## config.mk

```make
export PLATFORM = sky130hd
export DESIGN_NAME = scm_load_ctrl
export DESIGN_NICKNAME = d
export VERILOG_FILES = /design/src/rtl/scm_pkg.sv /design/src/rtl/scm_load_ctrl.sv
export SDC_FILE = /design/constraint.sdc
export NUM_CORES = 1
export LEC_CHECK = 0
export BUFFER_PORTS_ARGS = -buffer_cell sky130_fd_sc_hd__buf_2
export CORE_AREA = 2 2 79 81
export DETAILED_ROUTE_END_ITERATION = 8
export DIE_AREA = 0 0 81 83
export PLACE_DENSITY = 0.7
export SYNTH_ARGS = -nofsm -noshare
export SYNTH_HDL_FRONTEND = slang
export SYNTH_SLANG_ARGS = --single-unit
```

## constraint.sdc

```tcl
create_clock -name clk_i -period 2.06 [get_ports clk_i]
set_input_delay 0.206 -clock clk_i [delete_from_list [all_inputs] [get_ports clk_i]]
set_output_delay 0.206 -clock clk_i [all_outputs]
set_load 0.005 [all_outputs]
```

## src/rtl/scm_pkg.sv

```systemverilog
// +----------------------------------------------------------------------------
// | scm_pkg : shared defaults, types and controller state encoding for the SCM LUT
// | Revision: 1.0
// +----------------------------------------------------------------------------
`default_nettype none

package scm_pkg;

  localparam int DEFAULT_C          = 32;
  localparam int DEFAULT_K          = 16;
  localparam int DEFAULT_DATA_WIDTH = 16;
  localparam int DEFAULT_ADDR_WIDTH = $clog2(DEFAULT_C * DEFAULT_K);

  typedef logic        [DEFAULT_ADDR_WIDTH-1:0] scm_addr_t;
  typedef logic signed [DEFAULT_DATA_WIDTH-1:0] scm_data_t;

  typedef enum logic [2:0] {
    ST_IDLE   = 3'd0,
    ST_LOAD   = 3'd1,
    ST_GAP    = 3'd2,
    ST_SETTLE = 3'd3,
    ST_READY  = 3'd4
  } scm_ctrl_state_e;

endpackage

`default_nettype wire

```

## src/rtl/scm_load_ctrl.sv

```systemverilog
// +----------------------------------------------------------------------------
// | scm_load_ctrl : sequences LUT loads into the latch-based scm and serves reads
// | Option: SCM_LOAD_CTRL_BACK_TO_BACK_EN removes the GAP cycle between writes
// | Revision: 1.0
// +----------------------------------------------------------------------------
`default_nettype none

module scm_load_ctrl #(
  parameter int C              = scm_pkg::DEFAULT_C,
  parameter int K              = scm_pkg::DEFAULT_K,
  parameter int DataTypeWidth  = scm_pkg::DEFAULT_DATA_WIDTH,
  parameter int TotalAddrWidth = $clog2(C * K)
) (
  input  logic                      clk_i,
  input  logic                      rst_ni,
  input  logic                      start_i,
  input  logic                      load_valid_i,
  output logic                      load_ready_o,
  input  logic [DataTypeWidth-1:0]  load_data_i,
  output logic                      lut_valid_o,
  output logic                      busy_o,
  input  logic                      rd_req_valid_i,
  output logic                      rd_req_ready_o,
  input  logic [TotalAddrWidth-1:0] rd_addr_i,
  output logic                      rd_rsp_valid_o,
  output logic [DataTypeWidth-1:0]  rd_rsp_data_o,
  output logic                      rd_rsp_err_o,
  output logic [TotalAddrWidth-1:0] scm_waddr_o,
  output logic [DataTypeWidth-1:0]  scm_wdata_o,
  output logic                      scm_we_o,
  output logic [TotalAddrWidth-1:0] scm_raddr_o,
  input  logic [DataTypeWidth-1:0]  scm_rdata_i
);

  import scm_pkg::*;

  localparam logic [TotalAddrWidth:0] c_DEPTH    = (TotalAddrWidth+1)'(C * K);
  localparam logic [TotalAddrWidth:0] c_LAST_IDX = (TotalAddrWidth+1)'(C * K - 1);
  localparam logic [TotalAddrWidth:0] c_ONE      = (TotalAddrWidth+1)'(1);

  scm_ctrl_state_e             r_state;
  scm_ctrl_state_e             w_state_nxt;
  logic [TotalAddrWidth:0]     r_cnt;
  logic                        r_we;
  logic [TotalAddrWidth-1:0]   r_waddr;
  logic [DataTypeWidth-1:0]    r_wdata;
  logic                        r_rsp_valid;
  logic [DataTypeWidth-1:0]    r_rsp_data;
  logic                        r_rsp_err;

  logic w_load_hs;
  logic w_rd_hs;
  logic w_last;
  logic w_rd_err;
  logic w_restart;

  assign w_load_hs = (r_state == ST_LOAD) && load_valid_i;
  assign w_rd_hs   = (r_state == ST_READY) && rd_req_valid_i;
  assign w_last    = (r_cnt == c_LAST_IDX);
  assign w_restart = ((r_state == ST_IDLE) || (r_state == ST_READY)) && start_i;
  // Only reachable when C*K is not a power of two.
  assign w_rd_err  = ({1'b0, rd_addr_i} >= c_DEPTH);

  always_comb begin
    w_state_nxt    = r_state;
    load_ready_o   = 1'b0;
    busy_o         = 1'b0;
    lut_valid_o    = 1'b0;
    rd_req_ready_o = 1'b0;
    scm_raddr_o    = '0;
    case (r_state)
      ST_IDLE: begin
        if (start_i) w_state_nxt = ST_LOAD;
      end
      ST_LOAD: begin
        load_ready_o = 1'b1;
        busy_o       = 1'b1;
        if (w_load_hs) begin
          if (w_last) begin
            w_state_nxt = ST_SETTLE;
          end else begin
`ifdef SCM_LOAD_CTRL_BACK_TO_BACK_EN
            w_state_nxt = ST_LOAD;
`else
            w_state_nxt = ST_GAP;
`endif
          end
        end
      end
      ST_GAP: begin
        busy_o      = 1'b1;
        w_state_nxt = ST_LOAD;
      end
      ST_SETTLE: begin
        busy_o      = 1'b1;
        w_state_nxt = ST_READY;
      end
      ST_READY: begin
        lut_valid_o    = 1'b1;
        rd_req_ready_o = 1'b1;
        scm_raddr_o    = rd_addr_i;
        if (start_i) w_state_nxt = ST_LOAD;
      end
      default: w_state_nxt = ST_IDLE;
    endcase
  end

  always_ff @(posedge clk_i or negedge rst_ni) begin
    if (!rst_ni) begin
      r_state     <= ST_IDLE;
      r_cnt       <= '0;
      r_we        <= 1'b0;
      r_waddr     <= '0;
      r_wdata     <= '0;
      r_rsp_valid <= 1'b0;
      r_rsp_data  <= '0;
      r_rsp_err   <= 1'b0;
    end else begin
      r_state <= w_state_nxt;
      if (w_restart) begin
        r_cnt <= '0;
      end else if (w_load_hs) begin
        r_cnt <= r_cnt + c_ONE;
      end
      r_we <= w_load_hs;
      if (w_load_hs) begin
        r_waddr <= r_cnt[TotalAddrWidth-1:0];
        r_wdata <= load_data_i;
      end
      r_rsp_valid <= w_rd_hs;
      if (w_rd_hs) begin
        r_rsp_err  <= w_rd_err;
        r_rsp_data <= w_rd_err ? '0 : scm_rdata_i;
      end
    end
  end

  assign scm_we_o       = r_we;
  assign scm_waddr_o    = r_waddr;
  assign scm_wdata_o    = r_wdata;
  assign rd_rsp_valid_o = r_rsp_valid;
  assign rd_rsp_data_o  = r_rsp_data;
  assign rd_rsp_err_o   = r_rsp_err;

endmodule

`default_nettype wire

```

==> results of run 1 <==
## through the flow
stage / cell area [sq um] / std cells
after floorplan: 2390 / 225
after global placement: 2970 / 395
after detailed placement: 2970 / 395
after CTS: 3090 / 404
after global routing: 3090 / 404
final: 3090 / 404
## logic make-up after synthesis
kind of cell,share of synthesized area (%)
simple gates,21.8
flops,58.7
buf+inv,4.72
mux,9.39
xor+xnor,2.94
compound gates,1.78
fa+ha+maj,0.524
other cells,0.157
## power groups by stage
stage / registers, mW / clock network (mW) / logic (mW)
2_1_floorplan: 1.69 / 0 / 0.678
3_3_place_gp: 1.65 / 0 / 1.25
3_5_place_dp: 1.66 / 0 / 1.28
4_1_cts: 1.64 / 0.735 / 1.28
5_1_grt: 1.69 / 0.779 / 1.43
6_report: 1.64 / 0.706 / 1.25
## cells in the final DEF, fill, tap and decap left out, drive strengths merged, types with 3 or more instances in the layout
cell    instances
buf           109
nand2          80
dfrtp          56
mux2           16
nor2           11
and3           10
inv             7
xnor2           6
clkbuf          6
nand4           3
nand3           3
nor3            3
o21ai           3
## registers in the layout (all words and copies together), names as in the netlist
name and count:
r_state 3, scm_we_o 1, scm_wdata_o 16, rd_rsp_valid_o 1, rd_rsp_data_o 16, scm_waddr_o 9, r_cnt 10
## area by class of cell
cell class,instances,share of cell area (%)
tap,75,3.03
inverter,6,0.728
timing repair buffer,110,19.0
clock inverter,2,1.25
sequential,56,45.3
clock buffer,6,2.35
multi-input combinational,149,28.3
## per-layer routing
metal	vias up	routed length, um	track usage (%)
met4	0	40	4.62
met3	5	400	4.24
met5	-	0	0
met1	813	2150	17.9
met2	70	2160	23.4
li1	931	-	-
## worst max-delay path by stage
stage                     from                end  slack (ps)
floorplan           r_state[0]  rd_rsp_data_o[10]         610
global placement    r_state[1]           r_cnt[4]         500
detailed placement  r_state[1]           r_cnt[4]         430
CTS                 r_state[1]           r_cnt[4]         430
global route        r_state[1]           r_cnt[4]         330
finish              r_state[1]           r_cnt[4]         450
## worst max-delay path, delay by kind of cell (launching register included)
family / cells / cell delay [ps]
AND/OR/NAND/NOR: 3 / 660
flip-flops: 1 / 430
XOR/XNOR: 1 / 150
buffers and inverters: 1 / 270
==> impl_metrics.ini, run 1 <==
[clock_tree]
post_cts_resized = 0
cts_root_buffer = clkbuf_8
cts_max_level = 2
clock_latency_ps = 300
cts_hold_buf = 1
clk_pin_slew_ps = 100
post-cts-setup-buffers = 0
cts_sinks = 56
cts_tree = done
cts_max_path_buffers = 2
cts_buffers = 5

[power_and_ir_drop]
p_int_mw = 2.45
peakVddDrop_mv = 0.575
p_sw_mw = 1.15
power_leakage_nw = 1.78
comb_power_share_pct = 34.9
p_clk_share_pct = 19.6
swShare_pct = 31.9
total_power_mw = 3.60
power_frac_seq_pct = 45.5
power_density_mw_per_mm2 = 1160

[min_path]
min-delay-start = load_data_i[11]
whs_endpoint = scm_wdata_o[11]
whs_path_depth = 3
hold_class = input port to flop

[routing]
drt_iter0_drc = 60
via_count = 1819
drc_errors = 0
via_per_inst = 4.50
ant_nets = 0
routed_wirelength_um = 4750
wl_per_cell_um = 11.8
dr.pass1.iters = 4

[die]
rows = 28
start_util_pct = 41.0
die_y_um = 83
die_area_sq_mm = 0.00672
die_x_um = 81
io-pin-count = 103
core-area_sq_mm = 0.00582

[worst_setup_path]
cp.required_ps = 2250
path_max_fanout = 10
worstSetupPathType = flop to flop
crit_path_start_kind = flop
r2r_end = r_cnt[4]
rr_startpoint = r_state[1]
worst-r2r-cell-count = 5
endpoint_kind = flop
slowest_stage = nand4bb_2
path_cells = nand4bb_2, inv_2, nand4_1, xor2_1, nor2_1
crit_arrival_ps = 1800
cp_slowest_stage_delay_ps = 470
reg2reg_slack_ps = 450

[run]
drv_cap = 0

[timing]
clock.fmax_ghz = 0.619
finalSetupViolCount = 0
final_max_slew_viol_count = 0
final.setup.tns_ps = 0
min_period_ps = 1610
clock_skew_ps = 10.2
rsz0062_at_grt = false
hold_violations = 0
timing.hold.ws_ps = 84.2
setup_ws_ps = 445
timing.final.crit_share_pct = 78.4

[synthesis]
synthTopCellsByArea = dfrtp_1, nand2_1, mux2_4
synth_cell_type_count = 29
synth_top_cell_area_share_pct = 58.7
async_reset_ff_share_pct = 100
ys_ff_latch = 56
syn-num-nets = 272
yosys_warnings = 0
synth.most_common_cell = nand2_1
syn_inst = 225
yosys.area.top_type = dfrtp_1
synth_common_cells = nand2_1, dfrtp_1, nor2_1, and3_1, mux2_4
syn_area_per_cell_sq_um = 10.6
yosysSeqAreaShare_pct = 58.7
synth_area_sq_mm = 0.00239
synth_ff_type = dfrtp_1
synth-edff-count = 0

[grt]
grt_max_degree = 56
antenna_found_initial = 0
grt_pass1_vias = 1701
grt_pass1_wl_um = 7630
grtUsageTotal_pct = 14.3
grt.overflow.total = 0

[placement]
post-place-ws_ps = 425
hpwlAfterDp_um = 3430
gp_congestion = 0.716
numPortBuffers = 101

[finish]
seqCellArea_sq_mm = 0.00140
syn_to_final_growth_pct = 29.7
multi_input_area_sq_um = 877
nFillCells = 536
postLayoutCoreUtil_pct = 53.2
fin_nets = 375
drive_above_1_share_pct = 39.5
antennaDiodeCount = 0

[run_status]
status = complete, no violations
Power figures use the tool's default switching activity.
==> run 2: changes to the inputs <==
--- a/config.mk
+++ b/config.mk
@@ -5,10 +5,11 @@
 export SDC_FILE = /design/constraint.sdc
 export NUM_CORES = 1
 export LEC_CHECK = 0
+export ABC_AREA = 1
 export BUFFER_PORTS_ARGS = -buffer_cell sky130_fd_sc_hd__buf_2
-export CORE_AREA = 2 2 79 81
+export CORE_AREA = 2 2 80 82
 export DETAILED_ROUTE_END_ITERATION = 8
-export DIE_AREA = 0 0 81 83
+export DIE_AREA = 0 0 82 84
 export PLACE_DENSITY = 0.7
 export SYNTH_ARGS = -nofsm -noshare
 export SYNTH_HDL_FRONTEND = slang
==> constraint.sdc (replaced) <==
create_clock -name clk_i -period 1.6 [get_ports clk_i]
set_input_delay 0.16 -clock clk_i [delete_from_list [all_inputs] [get_ports clk_i]]
set_output_delay 0.16 -clock clk_i [all_outputs]
set_load 0.005 [all_outputs]
==> run 2 against run 1 <==
Net effect:
- utilization down 0.23 points
- cell count increased by 22%
- highest routed layer unchanged
- clock skew fell by 0.62 ps
- design area rose by 4.4%
- critical path type is now flop to output port
- clock power is 12% higher
- combinational power increased by 53%
- hold slack worse by 50 ps
- sequential share of layout area shrank 1.9 points
- critical path depth up 1
- largest cell class unchanged
- register-to-register slack got worse by 300 ps
==> impl_metrics.ini, run 2 <==
[worst_setup_path]
cp_slowest_stage_delay_ps = 410
endpoint_kind = output port
crit_path_start_kind = flop
path_cells = nor2_2, inv_2, nor2_4, clkinv_4, nor2_1, buf_2
critical_path_buf_inv_count = 3
slowest_stage = dfrtp_1
cp_top_family = flip-flops
crit_arrival_ps = 1400
reg2reg_slack_ps = 150
worstSetupPathType = flop to output port
path_max_fanout = 9
cp.required_ps = 1440

[finish]
layout_common_cells = nand2_1, buf_2, dfrtp_1
postLayoutCoreUtil_pct = 53.0
drive_above_1_share_pct = 32.1
syn_to_final_growth_pct = 30.1
fin_nets = 460
final_common_cell = nand2_1
layout.cells.non_filler = 491
antennaDiodeCount = 0
fin_area_sq_mm = 0.00323

[clock_tree]
clk_pin_slew_ps = 100
clock_latency_ps = 310
cts_sinks = 56
cts_max_path_buffers = 2
cts_max_level = 2
cts_root_buffer = clkbuf_8
cts_tree = done
cts_buffers = 5

[routing]
ant_nets = 0
wl_per_cell_um = 11.2
routed_wirelength_um = 5500
drc_errors = 0
drt_iter0_drc = 105
via_count = 2193
dr.pass1.iters = 4
via_per_inst = 4.47

[die]
start_util_pct = 40.7
die_y_um = 84
io-pin-count = 103
die_area_sq_mm = 0.00689
rows = 29
core-area_sq_mm = 0.00610
die_x_um = 82

[timing]
final_max_slew_viol_count = 0
min_period_ps = 1560
timing.final.crit_share_pct = 97.8
clock.fmax_ghz = 0.639
finalSetupViolCount = 0
rsz0062_at_grt = true
setup_ws_ps = 35.2
hold_violations = 0
clock_skew_ps = 9.56

[synthesis]
synth.most_common_cell = nand2_1
synth_ff_type = dfrtp_1
syn_area_per_cell_sq_um = 8.22
yosys_warnings = 0
syn_inst = 302
async_reset_ff_share_pct = 100
yosys.area.top_type = dfrtp_1
synthTopCellsByArea = dfrtp_1, nand2_1, inv_1
synth-edff-count = 0
yosysSeqAreaShare_pct = 56.5
synth_cell_type_count = 26
syn-num-nets = 349
ys_ff_latch = 56
synth_area_sq_mm = 0.00248
synth_top_cell_area_share_pct = 56.5
synth_common_cells = nand2_1, dfrtp_1, inv_1, nor2_1, o21ai_0

[grt]
grt_pass1_wl_um = 9310
grtUsageTotal_pct = 17.0
grt_max_degree = 57
grt_pass1_vias = 2164
antenna_found_initial = 0
grt.overflow.total = 0

[power_and_ir_drop]
peakVddDrop_mv = 0.753
power_density_mw_per_mm2 = 1500
power_leakage_nw = 1.93

[min_path]
hold_class = input port to flop

[placement]
post-place-ws_ps = 136
place_area_sq_mm = 0.00307
gp_congestion = 0.760
hpwlAfterDp_um = 4000
place_inst = 477
numPortBuffers = 101

[run]
drv_cap = 0

[run_status]
status = complete, no violations
run 2: cell count changes after synthesis, sizes merged, moves of 3 or more:
cell	delta
nand4	+5
and3	-10
nor2	+15
nand2	+57
o21ai	+13
clkbuf	-3
nand3	+4
mux2	-16
xnor2	-6
inv	+26
run 2: layout make-up:
| cell class | count | area [sq um] |
|---|---|---|
| Inverter | 34 | 135 |
| Timing Repair Buffer | 114 | 618 |
| Multi-Input combinational cell | 202 | 885 |
| Fill cell | 598 | 2870 |
| Clock buffer | 7 | 86.3 |
| Tap cell | 77 | 96.3 |
| Clock inverter | 1 | 7.51 |
| Sequential cell | 56 | 1400 |
run 2: kinds of logic (layout without fill, tap and decap cells):
group / count (synthesis) / in the layout / share of synthesized area (%)
buffers and inverters: 44 / 156 / 8.37
AND/OR/NAND/NOR: 181 / 181 / 30.5
adder cells (fa/ha/maj): 1 / 1 / 0.504
other: 1 / 1 / 0.151
AO/OA/AOI/OAI: 18 / 18 / 3.63
flip-flops: 56 / 56 / 56.5
XOR/XNOR: 1 / 1 / 0.353
run 2: worst register-to-register path, cell delays in order (launching register included):
cell and delay [ps]:
dfrtp_1 400, buf_4 130, inv_2 40, nor2_2 130, nand2_2 120, nor2_8 220
nor2_1 120, inv_2 90, o21ai_0 80
run 2: timing repair:
| action | CTS | global route |
|---|---|---|
| gates cloned | 0 | 0 |
| buffers inserted | 2 | 3 |
| gates resized for setup | 2 | 4 |
| endpoints found under the setup margin | 9 | 25 |
| pin swaps | 2 | 2 |
| endpoints found under the hold margin | 56 | 0 |
| hold buffers | 1 | 0 |
run 2: stage by stage:
stage / total power, mW / setup TNS, ps / hold WS, ps
after CTS: 4.83 / -212 / 29.9
after global routing: 5.26 / -490 / 24.5
after detailed placement: 3.98 / 0 / 182
after floorplan: 3.18 / 0 / -136
after global placement: 3.91 / 0 / 181
final: 4.84 / 0 / 34.1
run 2: final timing paths:
path | startpoint | to | cells past startpoint
setup / recovery | r_state[1] | scm_raddr_o[5] | 6
min in group asynchronous | rst_ni | scm_wdata_o[5] | 3
hold / removal | scm_rdata_i[2] | rd_rsp_data_o[2] | 3
setup reg to reg | r_state[0] | r_cnt[5] | 8
max in group asynchronous | rst_ni | r_cnt[3] | 3
hold reg to reg | scm_wdata_o[13] | scm_wdata_o[13] | 2
run 2: power by group:
group          switching [mW]  internal [mW]
combinational            1.07          0.842
sequential              0.262           1.88
clock                   0.437          0.353
total                    1.77           3.07
run 2: metal layers:
layer	track usage (%)	vias up	part of all wire, %
met5	0	-	0
met1	20.9	992	45
li1	-	1135	-
met2	28.7	57	48
met3	4.22	9	5.4
met4	5.61	0	1.5
